==> src/rtl/temp_sample_pkg.sv <==
// Shared types and widths for the temperature sampling controller.
package temp_sample_pkg;

    localparam int TEMP_W = 13;
    localparam int SUM_W  = 15;

    typedef enum logic [1:0] {
        IDLE = 2'd0,
        REQ  = 2'd1,
        PROC = 2'd2,
        UPD  = 2'd3
    } state_t;

endpackage

==> src/rtl/temp_avg4.sv <==
// Four-sample moving average: history shift register plus running signed sum.
// init loads every history slot with the sample so the first result has no start-up transient.
module temp_avg4
    import temp_sample_pkg::*;
(
    input  logic              clk,
    input  logic              rst,
    input  logic              load,
    input  logic              init,
    input  logic [TEMP_W-1:0] sample,
    output logic [TEMP_W-1:0] avg
);

    logic [3:0][TEMP_W-1:0]   hist;
    logic signed [SUM_W-1:0]  sum;
    logic signed [SUM_W-1:0]  sample_ext;
    logic signed [SUM_W-1:0]  oldest_ext;
    logic signed [SUM_W-1:0]  sum_shr;

    assign sample_ext = {{(SUM_W-TEMP_W){sample[TEMP_W-1]}}, sample};
    assign oldest_ext = {{(SUM_W-TEMP_W){hist[3][TEMP_W-1]}}, hist[3]};

    always_ff @(posedge clk) begin
        if (rst) begin
            hist <= '0;
            sum  <= '0;
        end else if (load) begin
            if (init) begin
                hist <= {4{sample}};
                sum  <= {sample_ext[SUM_W-3:0], 2'b00};
            end else begin
                hist <= {hist[2:0], sample};
                sum  <= sum + sample_ext - oldest_ext;
            end
        end
    end

    // Arithmetic shift rounds toward minus infinity for negative sums.
    assign sum_shr = sum >>> 2;
    assign avg     = sum_shr[TEMP_W-1:0];

endmodule

==> src/rtl/temp_sample_seq.sv <==
// Periodic sensor read scheduler with ack timeout and registered temperature output.
// Optional 4-sample moving average enabled by defining SAMPLE_AVG_EN.
module temp_sample_seq
    import temp_sample_pkg::*;
#(
    parameter int PERIOD  = 16000000,
    parameter int TIMEOUT = 1024
) (
    input  logic              clk,
    input  logic              rst,
    input  logic              en,
    output logic              rd_req,
    input  logic              rd_ack,
    input  logic [TEMP_W-1:0] rd_data,
    output logic [TEMP_W-1:0] temp_out,
    output logic              upd,
    output logic              busy,
    output logic              err,
    output logic [1:0]        state_dbg
);

    localparam int PW = $clog2(PERIOD);
    localparam int TW = $clog2(TIMEOUT);

    state_t            state;
    state_t            state_next;
    logic [PW-1:0]     count;
    logic [TW-1:0]     tcnt;
    logic [TEMP_W-1:0] cap;
    logic [TEMP_W-1:0] result;
    logic              tick;
    logic              tmo;

    assign tick      = en && (count == PW'(PERIOD - 1));
    assign tmo       = (tcnt == TW'(TIMEOUT - 1));
    assign state_dbg = state;

    always_comb begin
        state_next = state;
        case (state)
            IDLE: if (tick) state_next = REQ;
            // Ack takes priority over a timeout landing in the same cycle.
            REQ: begin
                if (rd_ack)   state_next = PROC;
                else if (tmo) state_next = IDLE;
            end
            PROC:    state_next = UPD;
            UPD:     state_next = IDLE;
            default: state_next = IDLE;
        endcase
    end

    always_ff @(posedge clk) begin
        if (rst) begin
            state  <= IDLE;
            rd_req <= 1'b0;
            busy   <= 1'b0;
        end else begin
            state  <= state_next;
            rd_req <= (state_next == REQ);
            busy   <= (state_next != IDLE);
        end
    end

    // Period counter free-runs while enabled; ticks seen outside IDLE are simply dropped.
    always_ff @(posedge clk) begin
        if (rst || !en || count == PW'(PERIOD - 1)) count <= '0;
        else                                         count <= count + 1'b1;
    end

    always_ff @(posedge clk) begin
        if (rst) begin
            tcnt <= '0;
            cap  <= '0;
        end else begin
            tcnt <= (state == REQ && !rd_ack) ? tcnt + 1'b1 : '0;
            if (state == REQ && rd_ack) cap <= rd_data;
        end
    end

`ifdef SAMPLE_AVG_EN
    logic              primed;
    logic [TEMP_W-1:0] avg;

    always_ff @(posedge clk) begin
        if (rst)                primed <= 1'b0;
        else if (state == PROC) primed <= 1'b1;
    end

    temp_avg4 u_avg (
        .clk    (clk),
        .rst    (rst),
        .load   (state == PROC),
        .init   (!primed),
        .sample (cap),
        .avg    (avg)
    );

    assign result = avg;
`else
    assign result = cap;
`endif

    always_ff @(posedge clk) begin
        if (rst) begin
            temp_out <= '0;
            upd      <= 1'b0;
            err      <= 1'b0;
        end else begin
            upd <= (state == UPD);
            if (state == UPD) begin
                temp_out <= result;
                err      <= 1'b0;
            end else if (state == REQ && !rd_ack && tmo) begin
                err <= 1'b1;
            end
        end
    end

endmodule

==> config.mk <==
export PLATFORM = sky130hd
export DESIGN_NAME = temp_sample_seq
export DESIGN_NICKNAME = d
export VERILOG_FILES = /design/src/rtl/temp_sample_pkg.sv /design/src/rtl/temp_avg4.sv /design/src/rtl/temp_sample_seq.sv
export SDC_FILE = /design/constraint.sdc
export NUM_CORES = 1
export LEC_CHECK = 0
export ABC_AREA = 1
export BUFFER_PORTS_ARGS = -buffer_cell sky130_fd_sc_hd__buf_4
export CAP_MARGIN = 20
export CORE_ASPECT_RATIO = 1.5
export CORE_MARGIN = 5
export CORE_UTILIZATION = 57
export CTS_CLUSTER_DIAMETER = 200
export CTS_CLUSTER_SIZE = 24
export DETAILED_ROUTE_END_ITERATION = 8
export PLACE_DENSITY_LB_ADDON = 0.08
export SETUP_SLACK_MARGIN = 0.15
export SLEW_MARGIN = 5
export SYNTH_ARGS = -nofsm -noshare
export SYNTH_HDL_FRONTEND = slang
export SYNTH_SLANG_ARGS = --single-unit
==> constraint.sdc <==
create_clock -name clk -period 1.76 [get_ports clk]
set_input_delay 0.088 -clock clk [delete_from_list [all_inputs] [get_ports clk]]
set_output_delay 0.088 -clock clk [all_outputs]
set_load 0.05 [all_outputs]
Word level (Yosys, flattened, before mapping) --
Index checks and enable logic that the tools add are counted. Widths: inputs -> output; s select.
Word-level totals: register bits after elaboration 66, input port bits 17, output and inout port bits 19, logic and storage cells 34
Operators by class: $add $sub $neg 2, eq/ne operators 6, muxes and demuxes 4, bitwise gates (word level) 1, reductions and logical operators 12
Operators with widths (number):
- $add 24x1->24 const B | 1
- $eq 24x24->1 const B | 1
- $add 10x1->10 const B | 1
- $eq 10x10->1 const B | 1
- $pmux 2 s4 | 1
- $mux 2 | 3
- $eq 2x1->1 const B | 2
- $eq 2x2->1 const B | 2
- $logic_and 1x1->1 | 4
- $reduce_or 2->1 | 2
- $logic_not 1->1 | 2
- $logic_not 2->1 | 1
- $logic_or 1x1->1 | 2
- $reduce_bool 2->1 | 1
- $not 1->1 | 1

Longest topological paths before layout --
depth after elaboration 5, mapped depth 9, depth with buffers taken out 9

Worst setup path after synthesis --
Ideal clock, no wire load.
path type register -> register, start point register state[0], in the netlist state_dbg[0], end point register cap[2], library setup time 0.119 ns, arrival time 1.412 ns, data required time 1.641 ns, slack 0.229 ns, cell stages (with the launch flop) 5, path buffers 1, period minus slack after synthesis 1.531 ns, cell sequence dfxtp_1 nand3_1 buf_2 o21ai_0 a21oi_1
On the way: word-level cells in the longest chain between the ends 2
Ends and longest elaborated chain:
- from (decl) | RTL line temp_sample_seq.sv:25 | state_t state;
- from (signal assigned) | RTL line temp_sample_seq.sv:59 | state <= state_next;
- $eq 2x1->1 | RTL line temp_sample_seq.sv:77 | if (state == REQ && rd_ack) cap <= rd_data;
- $logic_and 1x1->1 | RTL line temp_sample_seq.sv:77
- to (signal assigned) | RTL line temp_sample_seq.sv:77
- to (decl) | RTL line temp_sample_seq.sv:29 | logic [TEMP_W-1:0] cap;
No other way between the ends. A chain may end at the register's enable or synchronous reset.

Final worst setup path --
start point register count[1], end point register count[0]
On the way: word-level cells in the longest chain between the ends 2
Ends and longest elaborated chain:
- from (decl) | RTL line temp_sample_seq.sv:27 | logic [PW-1:0] count;
- from (signal assigned) | RTL line temp_sample_seq.sv:68 | else count <= count + 1'b1;
- $eq 24x24->1 | RTL line temp_sample_seq.sv:67 | if (rst || !en || count == PW'(PERIOD - 1)) count <= '0;
- $logic_or 1x1->1 | RTL line temp_sample_seq.sv:67
No other way between the ends.

==> impl_metrics.toml <==
[yosys]
syn_nets = 381
synth.cell_area_um2 = 2776
ys_seq_area_frac = 0.4759
synth-seq-cells = 66
synth-edff-count = 0
syn_avg_cell_area_um2 = 7.670
synthArstFlopShare = 0
ys_types = 35
ys.flop_type = "dfxtp_1"
yosysWarningCount = 0
synthCells = 362

[power]
ir_drop_uv = 633.9
power.density_nw_per_um2 = 878.8
leakagePower_nw = 1.282

[routing]
vias_per_cell = 5.089
first_pass_iters = 4
route.detailed.drc = 0
routed_wl_um = 6029
via_count = 2448
antenna_left = 0
wl_per_cell_um = 12.53
drtIter0Drc = 173

[finish]
seq_area_um2 = 1323
drive_above_1_share = 0.1928
nets = 429
final_cell_mix = "dfxtp_1 (65), nand2_1 (59), nor2_1 (54), inv_1 (42), buf_4 (42)"
area_growth_pct = 23.21
fin_area_um2 = 3421
multi_input_area_um2 = 1303
num_antenna_cells = 0
final_util = 0.7170
final_common_cell = "dfxtp_1"
num-fill-cells = 400

[floorplan]
initial_core_util = 0.5820
die_area_um2 = 6395
die_w_um = 66.99
core_um2 = 4771
io_pins = 36
fp.dieH_um = 95.48
rows = 31

[critical_path]
reg2regPathDepth = 8
crit_path_end_kind = "register"
arrival_ps = 1710
critPathKind = "reg2reg"
path_max_fanout = 6
worstSetupStartpointType = "register"
required_ps = 2000
critPathMaxStageDelay_ps = 370
worstPathCellList = "ha_2 -> nand3_2 -> inv_2 -> nand2_2 -> nor2_4 -> nand2_4 -> nand3_4 -> nor2_1"
critPathSlowestCell = "dfxtp_1"

[outcome]
status = "finished, final reports clean"

[global_route]
grt_pass1_wl_um = 9653
grt_overflow = 0
grt_usage = 0.2006
antenna_found_initial = 0
grt_max_degree = 25
grt_pass1_vias = 2326

[sta]
worst_pin_slew_ps = 557.4
fin_crit_ps = 1477
fin_tns_setup_ps = 0
rsz0062_at_grt = "no"
relSlewSlack = 0.6280
hold_viol_final = 0
fmax_mhz = 677.1
finalSetupViolations = 0
finalCritPeriodShare = 0.8392
skew_ps = 6.424
slew_viol_final = 0

[cts]
cts_root_buffer = "clkbuf_8"
cts.path.max_buffers = 2
clk_pin_slew_worst_paths_ps = 70
cts_tree = "built"
cts_made_buffers = 9
h-tree-depth = 3
clkSinkCount = 66
postCtsSetupRepairBufs = 0
clock_latency_ps = 340

[placed_design]
postPlaceCellArea_um2 = 3118
port_buffers = 35
dp_hpwl_um = 4186
finalWeightedCongestion = 0.8746

[min_path]
holdPathStages = 3
hold_path.class = "in2reg"

[job]
drv_cap = 0
[sequential cells by signal, summed over array words and instances (netlist names)]
signal	count
count	24
cap	13
temp_out	13
tcnt	10
state_dbg	2
busy	1
err	1
rd_req	1
upd	1
[Yosys cell counts (all sizes together), types with 2 or more instances]
master	instances	area, um2
nand3	27	162.7
or2	3	18.77
nor2	57	226.5
buf	6	45.03
a21oi	26	137.6
ha	2	25.02
o21ai	31	155.1
nand2	63	246.5
nor3	4	25.02
o21a	2	15.01
dfxtp	66	1321
xor2	8	70.07
nand4	5	31.28
inv	43	161.4
clkbuf	3	11.26
nand3b	5	37.54
xnor2	5	43.79
nor3b	2	15.01
[critical path: cells and delay by family, from the launching register on]
family	cells	cell delay, ps
AND/OR/NAND/NOR	6	690
adder cells (fa/ha/maj)	1	210
flip-flops	1	370
buffers and inverters	1	110
[cells by family (layout without fill, tap and decap cells)]
kind of cell	Yosys count	after routing	synth area share
XOR/XNOR	13	13	0.04101
buffers and inverters	52	102	0.07841
AND/OR/NAND/NOR	168	171	0.2794
adder cells (fa/ha/maj)	2	2	0.009012
AO/OA/AOI/OAI	61	61	0.1163
flip-flops	66	66	0.4759
[what timing repair did]
item	CTS	global route
gates resized for setup	0	7
setup endpoints to repair	0	24
hold endpoints to repair	2	0
hold buffers	1	0
[routing by layer]
metal  vias to the layer above  routed length (um)  global-route usage
li1                       1265                   -                   -
met3                        14                 344             0.06604
met2                        48                3167              0.3518
met1                      1121                2341              0.2047
met4                         0                 175              0.1134
met5                         -                   0                   0
[stage by stage]
| step | hold slack, ps | worst slack, ps | power [mW] | cells |
|---|---|---|---|---|
| after floorplan | 171.9 | 228.6 | 1.564 | 362 |
| after global placement | 281.4 | 275.8 | 1.595 | 461 |
| after detailed placement | 286.8 | 192.1 | 1.596 | 461 |
| after CTS | 8.713 | 185.9 | 3.019 | 478 |
| after global routing | 23.34 | 181.4 | 3.101 | 481 |
| final | 18.61 | 283.0 | 3.006 | 481 |
[power breakdown]
| group | leakage [nW] | switching [mW] | internal, mW |
|---|---|---|---|
| combinational | 0.641 | 0.0415 | 0.0374 |
| clock | 0.109 | 0.592 | 0.838 |
| sequential | 0.532 | 0.00226 | 1.49 |
| total | 1.28 | 0.636 | 2.37 |
[path summary, 6_finish.rpt]
kind	start	endpoint	slack, ps
worst max-delay path	count[1]	count[0]	280
worst min-delay path	rd_data[5]	cap[5]	20
worst max register to register	count[1]	count[0]	280
worst min register to register	cap[8]	cap[8]	450
[cell type report]
| type | instances | area share |
|---|---|---|
| sequential | 66 | 0.3866 |
| multi-input combinational | 247 | 0.3808 |
| timing repair buffer | 43 | 0.09510 |
| inverter | 43 | 0.04718 |
| clock buffer | 10 | 0.04023 |
| clock inverter | 6 | 0.02597 |
| tap | 66 | 0.02414 |
Note: power is estimated with default switching activity, not from simulation.
